### src/rtl/csa_word_sequencer.sv
// Byte-serial add/subtract sequencer built around one 8-bit
// conditional-sum adder that is reused for every byte slice.

module conditional_sum_adder (
  input  logic [7:0] x,
  input  logic [7:0] y,
  input  logic       cin,
  output logic [7:0] correctSum,
  output logic       cout
);

  logic [7:0] s0, s1;
  logic [7:0] k0, k1;
  logic       lo0, lo1, h0, h1, nc0, nc1;

  // Build sum/carry pairs for cin=0/1 per bit, then merge blocks 1->2->4->8.
  always_comb begin
    s0  = x ^ y;
    s1  = ~(x ^ y);
    k0  = x & y;
    k1  = x | y;
    lo0 = 1'b0;
    lo1 = 1'b0;
    h0  = 1'b0;
    h1  = 1'b0;
    nc0 = 1'b0;
    nc1 = 1'b0;
    for (int l = 0; l < 3; l++) begin
      for (int j = 0; j < 8; j += (2 << l)) begin
        lo0 = k0[j];
        lo1 = k1[j];
        for (int b = j + (1 << l); b < j + (2 << l); b++) begin
          h0    = s0[b];
          h1    = s1[b];
          s0[b] = lo0 ? h1 : h0;
          s1[b] = lo1 ? h1 : h0;
        end
        nc0   = lo0 ? k1[j + (1 << l)] : k0[j + (1 << l)];
        nc1   = lo1 ? k1[j + (1 << l)] : k0[j + (1 << l)];
        k0[j] = nc0;
        k1[j] = nc1;
      end
    end
    correctSum = cin ? s1 : s0;
    cout       = cin ? k1[0] : k0[0];
  end

endmodule

module csa_word_sequencer #(
  parameter int NUM_BYTES = 4
) (
  input  logic                   clk,
  input  logic                   rst_n,
  input  logic                   in_valid,
  output logic                   in_ready,
  input  logic [8*NUM_BYTES-1:0] a,
  input  logic [8*NUM_BYTES-1:0] b,
  input  logic                   sub,
  output logic                   out_valid,
  input  logic                   out_ready,
  output logic [8*NUM_BYTES-1:0] result,
  output logic                   cout,
  output logic                   ovf,
  output logic                   busy
);

  localparam int W  = 8 * NUM_BYTES;
  localparam int IW = (NUM_BYTES > 1) ? $clog2(NUM_BYTES) : 1;

  typedef enum logic [1:0] {
    IDLE = 2'd0,
    RUN  = 2'd1,
    DONE = 2'd2
  } state_e;

  state_e state_q, state_d;

  logic [NUM_BYTES-1:0][7:0] a_q, b_q, res_q;
  logic [IW-1:0]             idx_q;
  logic                      carry_q;
  logic                      cout_q;
  logic                      ovf_q;

  logic [7:0] add_x, add_y, add_sum;
  logic       add_co;
  logic       last;
  logic       accept;

  assign last   = (idx_q == IW'(NUM_BYTES - 1));
  assign accept = in_valid && (state_q == IDLE);
  assign add_x  = a_q[idx_q];
  assign add_y  = b_q[idx_q];

  conditional_sum_adder u_csa (
    .x          (add_x),
    .y          (add_y),
    .cin        (carry_q),
    .correctSum (add_sum),
    .cout       (add_co)
  );

  // State register.
  always_ff @(posedge clk) begin
    if (!rst_n) state_q <= IDLE;
    else        state_q <= state_d;
  end

  // Next-state and handshake/status outputs.
  always_comb begin
    state_d   = state_q;
    in_ready  = 1'b0;
    out_valid = 1'b0;
    busy      = 1'b0;
    unique case (state_q)
      IDLE: begin
        in_ready = 1'b1;
        if (in_valid) state_d = RUN;
      end
      RUN: begin
        busy = 1'b1;
        if (last) state_d = DONE;
      end
      DONE: begin
        out_valid = 1'b1;
        if (out_ready) state_d = IDLE;
      end
      default: state_d = IDLE;
    endcase
  end

  // Operand capture and one byte slice per RUN cycle.
  always_ff @(posedge clk) begin
    if (!rst_n) begin
      a_q     <= '0;
      b_q     <= '0;
      res_q   <= '0;
      idx_q   <= '0;
      carry_q <= 1'b0;
      cout_q  <= 1'b0;
      ovf_q   <= 1'b0;
    end else if (accept) begin
      a_q     <= a;
      b_q     <= b ^ {W{sub}};
      idx_q   <= '0;
      carry_q <= sub;
    end else if (state_q == RUN) begin
      res_q[idx_q] <= add_sum;
      carry_q      <= add_co;
      if (last) begin
        cout_q <= add_co;
        ovf_q  <= (a_q[NUM_BYTES-1][7] == b_q[NUM_BYTES-1][7]) &&
                  (add_sum[7] != a_q[NUM_BYTES-1][7]);
      end else begin
        idx_q <= idx_q + 1'b1;
      end
    end
  end

  assign result = res_q;
  assign cout   = cout_q;
  assign ovf    = ovf_q;

endmodule
### config.mk
export PLATFORM = sky130hd
export DESIGN_NAME = csa_word_sequencer
export DESIGN_NICKNAME = d
export VERILOG_FILES = /design/src/rtl/csa_word_sequencer.sv
export SDC_FILE = /design/constraint.sdc
export NUM_CORES = 1
export LEC_CHECK = 0
export ABC_CLOCK_PERIOD_IN_PS = 3300
export CAP_MARGIN = 10
export CORE_MARGIN = 2
export CORE_UTILIZATION = 40
export CTS_BUF_LIST = sky130_fd_sc_hd__clkbuf_4 sky130_fd_sc_hd__clkbuf_8
export CTS_CLUSTER_DIAMETER = 100
export CTS_CLUSTER_SIZE = 14
export DETAILED_ROUTE_END_ITERATION = 12
export PLACE_DENSITY = 0.73
export SLEW_MARGIN = 40
export SYNTH_ARGS = -nofsm -noshare
export SYNTH_HDL_FRONTEND = slang
export SYNTH_HIERARCHICAL = 1
export SYNTH_SLANG_ARGS = --single-unit
### constraint.sdc
create_clock -name clk -period 3.3 [get_ports clk]
set_clock_uncertainty 0.05 [all_clocks]
set_input_delay 0.33 -clock clk [delete_from_list [all_inputs] [get_ports clk]]
set_output_delay 0.33 -clock clk [all_outputs]
set_load 0.1 [all_outputs]
==> out/metrics.cfg <==
[power]
p_per_area_nw_per_um2=436
internal-power_uw=1920
p_seq_share_pct=48.0
comb_power_share_pct=24.6
power_frac_clock_pct=27.4
swShare_pct=32.7
power.net_switching_uw=929
ir_drop_mv=0.201
p_leak_uw=0.00274

[clock_tree]
cts_buffers=9
clock_latency_ps=380
cts_tree=done
ctsHtreeMaxLevel=3
clk_pin_slew_ps=110
cts_root_buf=clkbuf_8
cts_setup_buffers=0
cts_sinks=103
ctsHoldBuffers=0
cts_resized=0
clockBufferDepth=2

[route]
wl_per_cell_um=14.4
viasPerCell=5.02
wl_mm=12.3
dr.first_iter.drc_count=238
drc=0
ant_nets=0
drtPass1Iterations=5
vias=4263

[finish]
fin_nets=758
antenna_cells=0
syn2layout_area_growth_pct=22.7
fill_cells=1256
drive_above_1_share_pct=14.4

[sta]
slew_violations=0
fmax_ghz=0.321
setup_viol=0
slew_headroom_pct=54.9
period_share_pct=94.3
tightest_slew_ps=677
final.setup.tns_ps=0
hold_viol=0
setup_slack_ps=189
rsz0062_at_grt=no
period_minus_slack_ps=3110

[yosys]
ys_warn_count=6
syn_nets=672
avgSynthCellArea_um2=9.12
synth_common_cells=nand2_1, dfxtp_1, a21boi_0, xnor2_1, o211a_1
synth_cell_types=44
synthTopCellsByArea=dfxtp_1, nand2_1, a21boi_0
yosysTopAreaCell=dfxtp_1
synth_flop_cell=dfxtp_1
yosysMostFrequentCell=nand2_1
async_flop_share_pct=0
yosysSeqAreaShare_pct=38.8
syn_inst=583
syn_area_um2=5320
synth-seq-cells=103
yosys.area.top_type_share_pct=38.8
synth_edf_count=0

[placement]
place_ws_ps=89.5
place.detailed.hpwl_mm=9.27
io_buffers=105
globalplace.congestion=0.860

[global_routing]
met1_usage_pct=22.3
gr-usage-met2_pct=31.7
grtUsageTotal_pct=18.0
grt_first_pass_wirelength_mm=20.6
antenna_found_initial=0
overflow=0
met3_usage_pct=3.16
grt_max_degree=98
top_usage_layer=met2
grt_pass1_vias=4392

[critical_path]
crit_type=register to register
critPathLaunch=idx_q[1]
end_kind=register
endpoint=ovf
path_cells=mux4_2, ha_1, or3_1, a211oi_2, or2_4, nor2_4, o211ai_1, or3b_2, a31oi_1
cp_max_fo=6
r2r_end=ovf
critPathSlowestCell=mux4_2
start_kind=register
worstPathArrival_ps=3370
r2r_slack_ps=190
worst-endpoint-required_ps=3560
r2r_cells=9
rr_startpoint=idx_q[1]
slowest_delay_ps=550

[floorplan]
io_pins=106
die_h_um=119
chipWidth_um=119
dieArea_um2=14200
start_util_pct=40.5
num_rows=42
coreArea_um2=13100

[outcome]
status=finished clean

[flow_run]
drv_cap=0

[worst_hold_path]
hold_path.class=primary input to register
hold_start=rst_n

## layout by cell type (no fill, tap or decap), types with 4 or more instances in the layout
master and count:
nand2_1 144, dfxtp_1 101, clkdlybuf4s50_1 66, a21boi_0 55
xnor2_1 35, buf_2 35, o211a_1 32, nand3_1 25
inv_1 20, ha_1 20, mux4_2 16, buf_4 13
a21boi_1 10, clkbuf_8 9, nor2_1 8, nand3b_1 8
o21ai_0 7, o211ai_1 7, nor2b_1 5, o21a_1 4
nor3_1 4
## power groups by stage
stage	clock, uW	sequential (uW)	combinational (uW)
after floorplan	0	1450	417
after global placement	0	1390	699
after detailed placement	0	1400	700
after CTS	800	1370	703
after global routing	852	1380	762
final	780	1370	698
## how the worst min path moves through the flow
stage               slack [ps]  endpoint  cells after the start
finish                     260   a_q[20]                      2
global route               260   a_q[20]                      2
CTS                        250   a_q[20]                      2
detailed placement         400    a_q[3]                      2
global placement           390    a_q[3]                      2
floorplan                  380   a_q[24]                      2
## sequential cells by signal, indices dropped and copies added, names as in the netlist
signal	cells
ovf	1
cout	1
idx_q	2
a_q	32
carry_q	1
result	32
state_q	2
b_q	32
## layout make-up
cell class                 instances  area (um^2)  share of cell area [%]
multi-input combinational        418         2970                    45.6
sequential                       103         2060                    31.6
timing repair buffer             117          993                    15.2
tap                              176          220                    3.38
clock buffer                       9          124                    1.90
inverter                          20         75.1                    1.15
clock inverter                     7         72.6                    1.11
## worst max-delay path, delay by kind of cell (launching register included)
kind	cells	cell delay [ps]
adders and majority gates	1	270
AOI/OAI and AO/OA	3	620
and+or+nand+nor	4	1100
DFF	1	450
muxes	1	550
## per-layer routing
layer | vias up | share of wire [%]
met5 | - | 0
met1 | 2019 | 44
met3 | 15 | 4.3
met4 | 0 | 1.5
met2 | 77 | 50
li1 | 2152 | -
## cell families (layout without fill, tap and decap cells)
| kind of cell | after synthesis | after routing | share of synthesized area (%) |
|---|---|---|---|
| flip-flops | 103 | 103 | 38.8 |
| AO/OA/AOI/OAI | 124 | 124 | 18.6 |
| adder cells (fa/ha/maj) | 20 | 20 | 4.70 |
| multiplexers | 20 | 20 | 7.60 |
| XOR/XNOR | 38 | 38 | 6.26 |
| buffers and inverters | 62 | 153 | 5.32 |
| AND/OR/NAND/NOR | 216 | 216 | 18.7 |
## through the flow
| stage | std cells | instance area, um^2 | hold slack (ps) | utilization (%) | total power, uW |
|---|---|---|---|---|---|
| floorplan | 583 | 5320 | 382 | - | 1870 |
| global placement | 834 | 6490 | 390 | 49.4 | 2090 |
| detailed placement | 834 | 6320 | 396 | 48.1 | 2100 |
| CTS | 850 | 6520 | 250 | 49.6 | 2870 |
| global route | 850 | 6520 | 257 | 49.7 | 2990 |
| finish | 850 | 6520 | 259 | 49.7 | 2840 |
(Power assumes the default switching activity.)
